<file path="config.mk">
export PLATFORM = sky130hd
export DESIGN_NAME = graphact_block_scheduler
export DESIGN_NICKNAME = d
export VERILOG_FILES = /design/src/rtl/graphact_sched_pkg.sv /design/src/rtl/graphact_bank_tracker.sv /design/src/rtl/graphact_block_scheduler.sv
export SDC_FILE = /design/constraint.sdc
export NUM_CORES = 1
export LEC_CHECK = 0
export CAP_MARGIN = 40
export CORE_MARGIN = 3
export CORE_UTILIZATION = 45
export DETAILED_ROUTE_END_ITERATION = 12
export PLACE_DENSITY = 0.76
export SETUP_SLACK_MARGIN = 0.1
export SLEW_MARGIN = 20
export SYNTH_ARGS = -nofsm -noshare
export SYNTH_HDL_FRONTEND = slang
export SYNTH_HIERARCHICAL = 1
export SYNTH_SLANG_ARGS = --single-unit
</file>
<file path="constraint.sdc">
create_clock -name clk -period 2.12 [get_ports clk]
set_input_delay 0.424 -clock clk [delete_from_list [all_inputs] [get_ports clk]]
set_output_delay 0.424 -clock clk [all_outputs]
set_load 0.02 [all_outputs]
</file>
<file path="src/rtl/graphact_sched_pkg.sv">
// Shared types and widths for the GraphACT block scheduler.
// Descriptor widths track K; the top-level k parameter must match it.
package graphact_sched_pkg;

  localparam int unsigned K     = 1024;
  localparam int unsigned ROW_W = $clog2(K + 1);
  localparam int unsigned NNZ_W = $clog2(K * K / 32);

  typedef enum logic {
    L_IDLE,
    L_BUSY
  } load_state_t;

  typedef enum logic [1:0] {
    C_IDLE,
    C_AGG,
    C_XFORM
  } comp_state_t;

  typedef struct packed {
    logic [ROW_W-1:0] rows;
    logic [NNZ_W-1:0] nnz;
    logic             xform_en;
  } blk_desc_t;

endpackage

</file>
<file path="src/rtl/graphact_bank_tracker.sv">
// Ping-pong bank bookkeeping: full flags, per-bank descriptors and the
// independent load/compute bank pointers.
module graphact_bank_tracker
  import graphact_sched_pkg::*;
(
  input  logic             clk,
  input  logic             rst,
  input  logic             enable,
  input  logic             load_accept,
  input  blk_desc_t        accept_desc,
  input  logic             load_fill,
  input  logic             comp_release,
  output logic [1:0]       bank_full,
  output logic             load_bank,
  output logic             comp_bank,
  output logic [ROW_W-1:0] load_rows,
  output logic [NNZ_W-1:0] load_nnz,
  output logic [ROW_W-1:0] comp_rows,
  output logic             comp_xform_en
);

  blk_desc_t desc_q [2];

  // Fill and release always target different banks, so both may land in one cycle.
  always_ff @(posedge clk) begin
    if (rst) begin
      bank_full <= '0;
      load_bank <= 1'b0;
      comp_bank <= 1'b0;
      desc_q    <= '{default: '0};
    end else if (enable) begin
      if (load_accept)
        desc_q[load_bank] <= accept_desc;
      if (load_fill) begin
        bank_full[load_bank] <= 1'b1;
        load_bank            <= ~load_bank;
      end
      if (comp_release) begin
        bank_full[comp_bank] <= 1'b0;
        comp_bank            <= ~comp_bank;
      end
    end
  end

  assign load_rows     = desc_q[load_bank].rows;
  assign load_nnz      = desc_q[load_bank].nnz;
  assign comp_rows     = desc_q[comp_bank].rows;
  assign comp_xform_en = desc_q[comp_bank].xform_en;

endmodule

</file>
<file path="src/rtl/graphact_block_scheduler.sv">
// Ping-pong block scheduler: load -> aggregation -> optional transformation.
// Optional SCHED_PERF_EN adds saturating stall counters.
module graphact_block_scheduler
  import graphact_sched_pkg::*;
#(
  parameter int unsigned k         = 1024,
  parameter int unsigned BLK_CNT_W = 16
) (
  input  logic                        clk,
  input  logic                        rst,
  input  logic                        enable,
  input  logic                        cmd_valid,
  output logic                        cmd_ready,
  input  logic [$clog2(k+1)-1:0]      cmd_rows,
  input  logic [$clog2(k*k/32)-1:0]   cmd_nnz,
  input  logic                        cmd_xform_en,
  output logic                        load_start,
  output logic                        load_bank,
  output logic [$clog2(k+1)-1:0]      load_rows,
  output logic [$clog2(k*k/32)-1:0]   load_nnz,
  input  logic                        load_done,
  output logic                        agg_start,
  output logic                        agg_bank,
  output logic [$clog2(k+1)-1:0]      agg_rows,
  input  logic                        agg_done,
  output logic                        xform_start,
  input  logic                        xform_done,
  output logic                        block_done,
  output logic                        busy,
  output logic [BLK_CNT_W-1:0]        blocks_completed
`ifdef SCHED_PERF_EN
  ,
  output logic [31:0]                 stall_load_cycles,
  output logic [31:0]                 stall_comp_cycles
`endif
);

  load_state_t l_state;
  comp_state_t c_state;
  logic [1:0]  bank_full;
  logic        comp_bank;
  logic        comp_xform_en;
  logic        load_accept;
  logic        load_fill;
  logic        comp_release;
  blk_desc_t   accept_desc;

  assign cmd_ready    = enable && !rst && (l_state == L_IDLE) && !bank_full[load_bank];
  assign load_accept  = cmd_valid && cmd_ready;
  assign load_fill    = enable && (l_state == L_BUSY) && load_done;
  assign comp_release = enable &&
                        (((c_state == C_AGG) && agg_done && !comp_xform_en) ||
                         ((c_state == C_XFORM) && xform_done));
  assign accept_desc  = '{rows: cmd_rows, nnz: cmd_nnz, xform_en: cmd_xform_en};

  graphact_bank_tracker u_banks (
    .clk          (clk),
    .rst          (rst),
    .enable       (enable),
    .load_accept  (load_accept),
    .accept_desc  (accept_desc),
    .load_fill    (load_fill),
    .comp_release (comp_release),
    .bank_full    (bank_full),
    .load_bank    (load_bank),
    .comp_bank    (comp_bank),
    .load_rows    (load_rows),
    .load_nnz     (load_nnz),
    .comp_rows    (agg_rows),
    .comp_xform_en(comp_xform_en)
  );

  assign agg_bank = comp_bank;
  assign busy     = (|bank_full) || (l_state != L_IDLE) || (c_state != C_IDLE);

  // Pulses already on the wire end when enable drops; state holds, so nothing is lost.
  always_ff @(posedge clk) begin
    if (rst) begin
      l_state          <= L_IDLE;
      c_state          <= C_IDLE;
      load_start       <= 1'b0;
      agg_start        <= 1'b0;
      xform_start      <= 1'b0;
      block_done       <= 1'b0;
      blocks_completed <= '0;
    end else if (!enable) begin
      load_start  <= 1'b0;
      agg_start   <= 1'b0;
      xform_start <= 1'b0;
      block_done  <= 1'b0;
    end else begin
      load_start  <= load_accept;
      agg_start   <= 1'b0;
      xform_start <= 1'b0;
      block_done  <= comp_release;

      case (l_state)
        L_IDLE:  if (load_accept) l_state <= L_BUSY;
        L_BUSY:  if (load_done)   l_state <= L_IDLE;
        default: l_state <= L_IDLE;
      endcase

      case (c_state)
        C_IDLE:
          if (bank_full[comp_bank]) begin
            c_state   <= C_AGG;
            agg_start <= 1'b1;
          end
        C_AGG:
          if (agg_done) begin
            if (comp_xform_en) begin
              c_state     <= C_XFORM;
              xform_start <= 1'b1;
            end else begin
              c_state <= C_IDLE;
            end
          end
        C_XFORM:
          if (xform_done) c_state <= C_IDLE;
        default: c_state <= C_IDLE;
      endcase

      if (comp_release)
        blocks_completed <= blocks_completed + BLK_CNT_W'(1);
    end
  end

`ifdef SCHED_PERF_EN
  always_ff @(posedge clk) begin
    if (rst) begin
      stall_load_cycles <= '0;
      stall_comp_cycles <= '0;
    end else if (enable) begin
      if (cmd_valid && !cmd_ready && (stall_load_cycles != '1))
        stall_load_cycles <= stall_load_cycles + 32'd1;
      if ((c_state == C_IDLE) && (bank_full == 2'b00) && (stall_comp_cycles != '1))
        stall_comp_cycles <= stall_comp_cycles + 32'd1;
    end
  end
`endif

endmodule

</file>
==> impl_metrics.toml <==
[worst_setup_path]
r2r_slack_ns = 0.12
critPathKind = "reg2reg"
end_kind = "flip-flop"
critPathLaunchType = "flip-flop"
cp.required_ns = 2.40
reg2regPathDepth = 6
crit_arrival_ns = 2.29
worstPathMaxFanout = 6

[layout]
final_cell_mix = "nand2b_1 (81), dfxtp_1 (76), mux2i_1 (56)"
fillers = 693
regArea_mm2 = 0.001633
antennaDiodeCount = 0
drive_gt1_frac = 0.2520
multi_input_area_mm2 = 0.002291
fin_cells = 609
nets = 534
synthToLayoutAreaGrowth_pct = 35.50
final_core_util = 0.6488
final_common_cell = "nand2b_1"

[route]
initialDrtViolationCount = 133
routed_via_density = 5.266
wl_mm = 9.844
route.vias.total = 3207
postRouteAntennaNets = 0
routedWlPerCell_um = 16.16
dr.pass1.iters = 5
drc = 0

[grt]
grt_start_max_net_pins = 108
first_global_vias = 3170
antenna_found_initial = 0
grt_first_pass_wirelength_mm = 15.51
track_usage = 0.1929
gr-total-overflow = 0

[synth]
synth_top_family_by_area = "multiplexers"
synthFlopType = "dfxtp_1"
syn_inst = 396
ys_seq_area_frac = 0.4001
async_flop_share = 0
syn-cell-area_mm2 = 0.004053
ys_warn_count = 6
syn_nets = 431
ys_ff_latch = 81
synth_mux_area_frac = 0.2495
synth-xor-area-share = 0.01729
ys_types = 54
avgSynthCellArea_um2 = 10.23
synth-simple-area-share = 0.2269
synth_edf_count = 0
synth_compound_area_frac = 0.05588
synth_adder_area_share = 0.003087

[place]
port_buffers = 94
dp_cells = 590
globalplace.congestion = 0.8329
pre_cts_slack_ns = -0.1463
hpwl_mm = 6.418

[clock_network]
postCtsSetupBuffers = 0
cts_made_buffers = 9
cts_root_buf = "clkbuf_8"
htree_levels = 3
cts_tree = "built"
clock-sinks = 81
clock_latency_ns = 0.35
cts_buffer_depth = 2
clk_pin_slew_worst_paths_ns = 0.08

[floorplanning]
die_h_um = 100.9
die_w_um = 100.9
start_util = 0.4788
die-area_mm2 = 0.01018
core_mm2 = 0.008464
io_pins = 95
rows = 33

[timing]
worst_pin_slew_ns = 0.3620
period_share = 0.9453
fin_ws_ns = 0.1160
relSlewSlack = 0.7524
setup_viol_count_final = 0
fin_skew_ns = 0.009815
fmax_mhz = 499.0
finalHoldViolations = 0
maxSlewViolCount = 0
period_minus_slack_ns = 2.004
rsz0062_at_grt = "true"

[run]
max_cap_violations = 0

[power]
ir_drop_mv = 0.3183
p_per_area_mw_per_mm2 = 566.6
power.total_w = 0.003111
p_leak_nw = 2.297

[min_path]
hold_depth = 2
hold_class = "reg2reg"

[outcome]
status = "finished clean"
[metrics by stage]
stage	TNS, ns	hold WS (ns)	area, um^2
6_report	0	0.4758	5492
5_1_grt	0	0.4958	5492
4_1_cts	0	0.4791	5479
3_5_place_dp	-2.923	0.4647	5194
3_3_place_gp	-1.182	0.4541	5194
2_1_floorplan	0	0.4452	4083
[routing by layer]
metal  GRT usage  wire (um)
met5           0          0
met4     0.07055        129
met3     0.03945        442
met2      0.3220       4821
met1      0.2458       4451
[logic make-up (layout without fill, tap and decap cells)]
group | count (synthesis) | in the layout
compound gates | 33 | 33
xor+xnor | 8 | 8
fa+ha+maj | 1 | 1
buf+inv | 31 | 139
flops | 81 | 81
mux | 96 | 96
simple gates | 146 | 146
[cell type report]
class / count / share of cell area
multi-input cells: 284 / 0.4172
flip-flops and latches: 81 / 0.2973
well taps: 105 / 0.02392
repair buffers: 119 / 0.2169
clock buffers: 12 / 0.02825
clock inverters: 4 / 0.01367
inverters: 4 / 0.002734
[worst paths after layout]
kind                startpoint                  end
min reg2reg  u_banks/desc_q[3]    u_banks/desc_q[3]
max          u_banks/comp_bank  blocks_completed[6]
max reg2reg  u_banks/comp_bank  blocks_completed[6]
min          u_banks/desc_q[3]    u_banks/desc_q[3]
[cell usage after synthesis (2+ instances only)]
master    count  area, um^2
a211oi_1      4       30.03
a21oi_1       9       45.04
and2_1        2       12.51
and3_1        3       18.77
and3b_2       2       20.02
buf_12        2       40.04
buf_2         5       25.02
buf_4         3       22.52
buf_6         3       33.78
clkbuf_1     12       45.04
clkbuf_2      2       10.01
dfxtp_1      81        1622
inv_1         4       15.01
mux2_2       40       450.4
mux2i_1      56       560.5
nand2_1       7       26.28
nand2b_1     81       506.7
nand3_1       7       35.03
nand3b_1      2       15.01
nand4_1       5       31.28
nor2_1       14       52.55
nor2b_1       2       12.51
nor3_1        4       20.02
nor4_1        2       12.51
o21ai_0       5       25.02
or3_1         4       25.02
or4_1         2       15.01
xnor2_1       5       43.79
xor2_1        3       26.28
[flip-flops by register name (all words and copies together), names as in the netlist]
| register | flops |
|---|---|
| blocks_completed | 16 |
| u_banks/comp_bank | 1 |
| u_banks/bank_full | 2 |
| agg_start | 1 |
| c_state | 2 |
| block_done | 1 |
| u_banks/desc_q | 54 |
| load_start | 1 |
| l_state | 1 |
| u_banks/load_bank | 1 |
| xform_start | 1 |
[timing repair]
item                                    4_1_cts  5_1_grt
gates cloned                                  2        1
hold buffers                                  0        0
endpoints found under the setup margin       43       44
resized for setup                            75       25
pin swaps                                     1        5
[power breakdown]
part           switching (W)  total (W)  internal [W]  leakage (nW)
registers          0.0000110    0.00154       0.00153         0.657
logic               0.000124   0.000280      0.000156          1.53
clock network       0.000559    0.00129      0.000728         0.109
total               0.000694    0.00311       0.00242          2.30
[critical path, stage by stage, from the launching register on]
cell      delay, ns
dfxtp_4        0.37
mux2_4         0.33
and4bb_2       0.34
o21ai_1        0.08
buf_4          0.18
or4_1          0.50
a21oi_1        0.14
Note: power is estimated with default switching activity, not from simulation.
==> patch 1, RTL diff (config.mk and constraints unchanged) <==
The parameter `BLK_CNT_W` goes from 16 to 24.
--- a/src/rtl/graphact_block_scheduler.sv
+++ b/src/rtl/graphact_block_scheduler.sv
@@ -4,7 +4,7 @@
   import graphact_sched_pkg::*;
 #(
   parameter int unsigned k         = 1024,
-  parameter int unsigned BLK_CNT_W = 16
+  parameter int unsigned BLK_CNT_W = 24
 ) (
   input  logic                        clk,
   input  logic                        rst,
Interface: changed (resized blocks_completed); port bits go from 95 to 103. No check against the original RTL was run, so the function may have changed too.
==> patch 1 against the unedited design <==
Sequential share of layout area grew 0.89 points; core utilization fell by 2.1 points; wire length up 5.2%; cell area increased by 6.6%; sequential cell count rose by 8; largest cell class unchanged; highest routed layer unchanged; worst hold slack worse by 0.043 ns; setup slack about the same; die area rose by 7.4%; synthesized area increased by 7.9%; sequential power is 9.7% higher; critical path depth down 3; total power grew 2.2%; critical endpoint is now agg_rows[9].
==> patch 1: results (changes against the unedited design) <==
.. list-table::
   :header-rows: 1

   * - Metric
     - Value
   * - Status
     - complete, no violations
   * - Count of buffers inserted at the top-level ports
     - 102 (+8.5%)
   * - Critical path data arrival time
     - 1.58 ns (-0.71 ns)
   * - Total wire length
     - 10400 um (+5.2%)
   * - Endpoint of the worst-slack reg-to-reg timing path
     - blocks_completed[21]$_SDFFE_PP0P_
   * - Via count of the first global-routing pass
     - 3471 (+9.5%)
   * - Hpwl dp
     - 6820 um (+6.3%)
   * - Biggest regs
     - u_banks/desc_q (54), blocks_completed (24)
   * - Reg2Reg Depth
     - 5 (-1)
   * - Overall track demand over capacity in global routing
     - 0.182 (-0.0105)
   * - Wire length of the first global-routing pass
     - 16700 um (+7.8%)
   * - Share of cells above drive strength 1
     - 0.223 (-0.0290)
   * - Post-place setup slack
     - -0.253 ns (-0.107 ns)
   * - Final Wtd Congestion
     - 0.790 (-5.2%)
   * - Netlist cell types
     - 47 (-13%)
   * - Leak Pwr
     - 2.36 nW (+2.8%)
   * - Iteration-0 DRC count of the detailed router
     - 119 (-11%)
   * - Reg-to-reg slack, setup
     - 0.12 ns (about the same)
   * - Maximum number of pins on one net before global-route repair
     - 112 (+3.7%)
   * - Worst hold slack after final layout
     - 0.433 ns (-0.0428 ns)
   * - Worst setup skew after layout
     - 0.0141 ns (+0.00431 ns)
   * - Launch instance of the worst min-delay path
     - rst
   * - Worst IR Drop VDD
     - 0.000314 V (-1.3%)
   * - Layout net count
     - 586 (+9.7%)
   * - Worst slew margin
     - 0.725 (-0.0274)
   * - Effective utilization at floorplan
     - 0.469 (-0.00998)
   * - Fraction of the yosys area taken by sequential cells
     - 0.407 (+0.00732)
   * - Tightest Hold Check Type
     - input pin to flop
   * - Net count after synthesis
     - 472 (+9.5%)
   * - Count of fill cells added during filler insertion
     - 787 (+14%)
   * - Commonest cells in the netlist
     - sky130_fd_sc_hd__dfxtp_1 (89), sky130_fd_sc_hd__nand2b_1 (82), sky130_fd_sc_hd__mux2i_1 (56)
[patch 1: changes by cell type in the layout (fill, tap and decap cells not counted), moves of 9 or more]
| cell | delta |
|---|---|
| sky130_fd_sc_hd__a21oi_1 | +14 |
| sky130_fd_sc_hd__buf_4 | +9 |
| sky130_fd_sc_hd__clkdlybuf4s15_1 | +9 |
| sky130_fd_sc_hd__clkdlybuf4s15_2 | -9 |
| sky130_fd_sc_hd__o31ai_1 | +12 |
| sky130_fd_sc_hd__or4_1 | +11 |
[patch 1: stage by stage]
stage               cells  cell area, sq um
global route          685              5850
finish                685              5850
floorplan             437              4450
global placement      662              5640
CTS                   680              5820
detailed placement    662              5640
[patch 1: kinds of logic (layout without fill, tap and decap cells)]
family,Yosys count,in the layout,share of synthesized area
flops,89,89,0.407
xor+xnor,5,5,0.0100
mux,94,94,0.226
buf+inv,37,155,0.0486
fa+ha+maj,1,1,0.00286
compound gates,56,56,0.0830
simple gates,155,156,0.222
[patch 1: critical path, cell delays in order, from the launching register on]
cell and delay (ns):
sky130_fd_sc_hd__dfxtp_4 0.39, sky130_fd_sc_hd__buf_8 0.17, sky130_fd_sc_hd__mux2_2 0.35, sky130_fd_sc_hd__dlygate4sd2_1 0.32
[patch 1: how the worst max path moves through the flow]
| stage | startpoint | end | slack, ns |
|---|---|---|---|
| after floorplan | rst | u_banks/desc_q[10]$_SDFFE_PP0P_ | 0.06 |
| after global routing | u_banks/comp_bank$_SDFFE_PP0P_ | blocks_completed[21]$_SDFFE_PP0P_ | 0.06 |
| after CTS | enable | cmd_ready | 0.04 |
| after global placement | enable | cmd_ready | -0.24 |
| after detailed placement | enable | cmd_ready | -0.25 |
| final | u_banks/comp_bank$_SDFFE_PP0P_ | agg_rows[9] | 0.12 |
[patch 1: where the power goes]
part | internal, mW | switching [mW]
Clock | 0.611 | 0.597
Combinational | 0.156 | 0.123
Sequential | 1.68 | 0.0102
Total | 2.45 | 0.731
[patch 1: what timing repair did]
item / 4_1_cts / 5_1_grt
setup endpoints to repair: 42 / 48
pin swaps: 0 / 1
gates cloned: 1 / 1
buffers inserted: 1 / 3
resized for setup: 80 / 26
[patch 1: layer usage]
layer	vias up	part of all wire	global-route usage
met1	1723	0.44	0.234
met4	0	0.0082	0.0309
li1	1782	-	-
met2	109	0.48	0.304
met5	-	0	0
met3	8	0.071	0.0611
[patch 1: cell type report]
cell class | count | area, sq um | area share
Tap cell | 129 | 161 | 0.0276
Sequential cell | 89 | 1790 | 0.306
Multi-Input combinational cell | 312 | 2440 | 0.417
Timing Repair Buffer | 132 | 1220 | 0.209
Inverter | 7 | 26.3 | 0.00449
Clock buffer | 12 | 155 | 0.0265
Clock inverter | 4 | 51.3 | 0.00876
==> patch 2, RTL diff (config.mk and constraints unchanged) <==
Without the edit above. Re-encode `comp_state_t` (3 states) as one-hot, 3 bits wide.
--- a/src/rtl/graphact_sched_pkg.sv
+++ b/src/rtl/graphact_sched_pkg.sv
@@ -11,10 +11,10 @@
     L_BUSY
   } load_state_t;
 
-  typedef enum logic [1:0] {
-    C_IDLE,
-    C_AGG,
-    C_XFORM
+  typedef enum logic [2:0] {
+    C_IDLE  = 3'b001,
+    C_AGG   = 3'b010,
+    C_XFORM = 3'b100
   } comp_state_t;
 
   typedef struct packed {
Function: no difference found for any inputs over 4 cycles, from zero or initial values and one cycle with rst high; so few cycles prove little.
==> patch 2 against the unedited design <==
Core utilization is 3.4 points lower; maximum frequency is 2.2% lower; synthesized area is 0.52% higher; clock skew is 0.00086 ns higher; setup slack worse by 0.046 ns; critical endpoint is now blocks_completed[15]$_SDFFE_PP0P_; count of clock-buffer cells in the layout is 2 lower; wire length is 4.5% lower; total power is 2.6% lower; non-clock buffer count is 1 higher; cell area is 1.9% lower; sequential share of layout area is 0.89 points higher; sequential cell count is 1 higher.
==> patch 2: results (changes against the unedited design) <==
.. list-table::
   :header-rows: 1

   * - Metric
     - Value
   * - Proportion of synthesized area in mux cells
     - 0.248 (-0.00161)
   * - Post-synthesis xor/xnor area fraction
     - 0.0129 (-0.00439)
   * - Fraction of the mapped netlist area in compound gates
     - 0.0654 (+0.00954)
   * - Net count after synthesis
     - 432 (+0.23%)
   * - Overall track demand over capacity in global routing
     - 0.187 (-0.00586)
   * - Worst IR Drop VDD
     - 0.000340 V (+6.7%)
   * - Adder and majority cell fraction of the synthesized area
     - 0.00307 (-0.0000161)
   * - Internal power consumption
     - 2.35 mW (-2.7%)
   * - H-Tree Depth
     - 3 (unchanged)
   * - Per-cell routed wire length
     - 15.3 um (-5.3%)
   * - Post-place setup slack
     - -0.156 ns (-0.00944 ns)
   * - Status
     - complete, no violations
   * - Leading cell types by total area after synthesis
     - sky130_fd_sc_hd__dfxtp_1 (40%), sky130_fd_sc_hd__mux2i_1 (14%), sky130_fd_sc_hd__nand2b_1 (13%), sky130_fd_sc_hd__mux2_2 (11%), sky130_fd_sc_hd__a21oi_1 (1.5%)
   * - Number of buffers created by CTS
     - 9 (unchanged)
   * - Via-per-instance ratio
     - 5.21 (-1.1%)
   * - Iteration-0 DRC count of the detailed router
     - 92 (-31%)
   * - Number of search-and-repair iterations in the first detailed-routing pass
     - 5 (unchanged)
   * - Commonest cells in the netlist
     - sky130_fd_sc_hd__dfxtp_1 (82), sky130_fd_sc_hd__nand2b_1 (82), sky130_fd_sc_hd__mux2i_1 (57)
   * - Hpwl dp
     - 6310 um (-1.7%)
   * - Maximum number of pins on one net before global-route repair
     - 109 (+0.93%)
   * - Wire length of the first global-routing pass
     - 15400 um (-0.89%)
   * - Fraction of the yosys area taken by sequential cells
     - 0.403 (+0.00282)
   * - Worst setup skew after layout
     - 0.0107 ns (+0.000862 ns)
   * - Share of cells above drive strength 1
     - 0.227 (-0.0247)
   * - Layout net count
     - 537 (+0.56%)
   * - Count of buffers inserted at the top-level ports
     - 94 (unchanged)
   * - Biggest regs
     - u_banks/desc_q (54), blocks_completed (16), c_state (3)
   * - Netlist cell types
     - 45 (-17%)
   * - Antenna violations before repair
     - 0 (unchanged)
   * - Count of antenna-violating nets left after detailed routing
     - 0 (unchanged)
   * - Yosys warning total
     - 6 (unchanged)
   * - Root cell of the clock tree
     - sky130_fd_sc_hd__clkbuf_8
   * - Post-CTS clock slew at the launch and capture registers of the worst setup and hold paths
     - 0.08 ns (about the same)
   * - Via count of the first global-routing pass
     - 3206 (+1.1%)
   * - Final Wtd Congestion
     - 0.759 (-8.9%)
   * - Most used DFF post-synth
     - sky130_fd_sc_hd__dfxtp_1
   * - Worst slew margin
     - 0.436 (-0.317)
   * - Critical path fanouts, max
     - 2 (-4)
   * - Leak Pwr
     - 2.20 nW (-4.3%)
   * - Latest clock arrival within the worst-skew pair
     - 0.35 ns (about the same)
patch 2: cell types whose count changed after synthesis, sizes merged, moves of 3 or more:
cell    unedited run  this run
a21oi              9        12
nor3               4         0
clkbuf            14        11
xor2               3         0
nand4              6         3
inv                4         9
patch 2: power by group through the flow:
stage               Combinational (mW)  Sequential [mW]  Clock (mW)
global route                     0.283             1.56        1.30
finish                           0.263             1.56        1.21
CTS                              0.265             1.56        1.23
detailed placement               0.275             1.60           0
floorplan                        0.143             1.60           0
global placement                 0.271             1.60           0
patch 2: cell families (layout without fill, tap and decap cells):
group,Yosys count,after routing
buf+inv,35,144
mux,96,96
compound gates,39,39
fa+ha+maj,1,1
flops,82,82
simple gates,138,138
xor+xnor,6,6
patch 2: timing repair:
item | in CTS | in global routing
setup buffers | 0 | 1
pin swaps | 0 | 1
endpoints found under the setup margin | 41 | 33
gates resized for setup | 63 | 46
hold buffers | 0 | 0
cloned | 1 | 0
patch 2: final timing paths:
kind | slack, ns | endpoint | cells after the start | start
setup / recovery | 0.07 | blocks_completed[15]$_SDFFE_PP0P_ | 5 | u_banks/comp_bank$_SDFFE_PP0P_
hold / removal | 0.48 | u_banks/desc_q[42]$_SDFFE_PP0P_ | 2 | u_banks/desc_q[42]$_SDFFE_PP0P_
setup reg to reg | 0.07 | blocks_completed[15]$_SDFFE_PP0P_ | 5 | u_banks/comp_bank$_SDFFE_PP0P_
hold reg to reg | 0.48 | u_banks/desc_q[42]$_SDFFE_PP0P_ | 2 | u_banks/desc_q[42]$_SDFFE_PP0P_
patch 2: area by class of cell:
type	count	area [sq um]
Clock buffer	10	128
Clock inverter	5	78.8
Fill cell	778	3380
Inverter	9	33.8
Multi-Input combinational cell	280	2250
Sequential cell	82	1650
Tap cell	108	135
Timing Repair Buffer	120	1110
patch 2: stage by stage:
| stage | util | cell area, sq um | TNS (ns) | total power [mW] | instances |
|---|---|---|---|---|---|
| global route | 0.615 | 5390 | 0 | 3.15 | 614 |
| finish | 0.615 | 5390 | 0 | 3.03 | 614 |
| global placement | 0.592 | 5190 | -0.206 | 1.87 | 597 |
| detailed placement | 0.592 | 5190 | -0.503 | 1.87 | 597 |
| CTS | 0.614 | 5380 | 0 | 3.06 | 613 |
| floorplan | - | 4090 | -0.216 | 1.74 | 397 |
patch 2: routing by layer:
metal,track usage,part of all wire,up-vias
met5,0,0,-
met4,0.0644,0.014,0
met3,0.0537,0.068,13
met2,0.315,0.48,86
met1,0.229,0.44,1514
li1,-,-,1584
patch 2: critical path: stages, from the launching register on:
cell                        delay, ns
sky130_fd_sc_hd__dfxtp_4         0.37
sky130_fd_sc_hd__mux2_4          0.31
sky130_fd_sc_hd__nand4bb_4       0.22
sky130_fd_sc_hd__a211o_1         0.32
sky130_fd_sc_hd__or4_4           0.42
sky130_fd_sc_hd__mux2_4          0.31
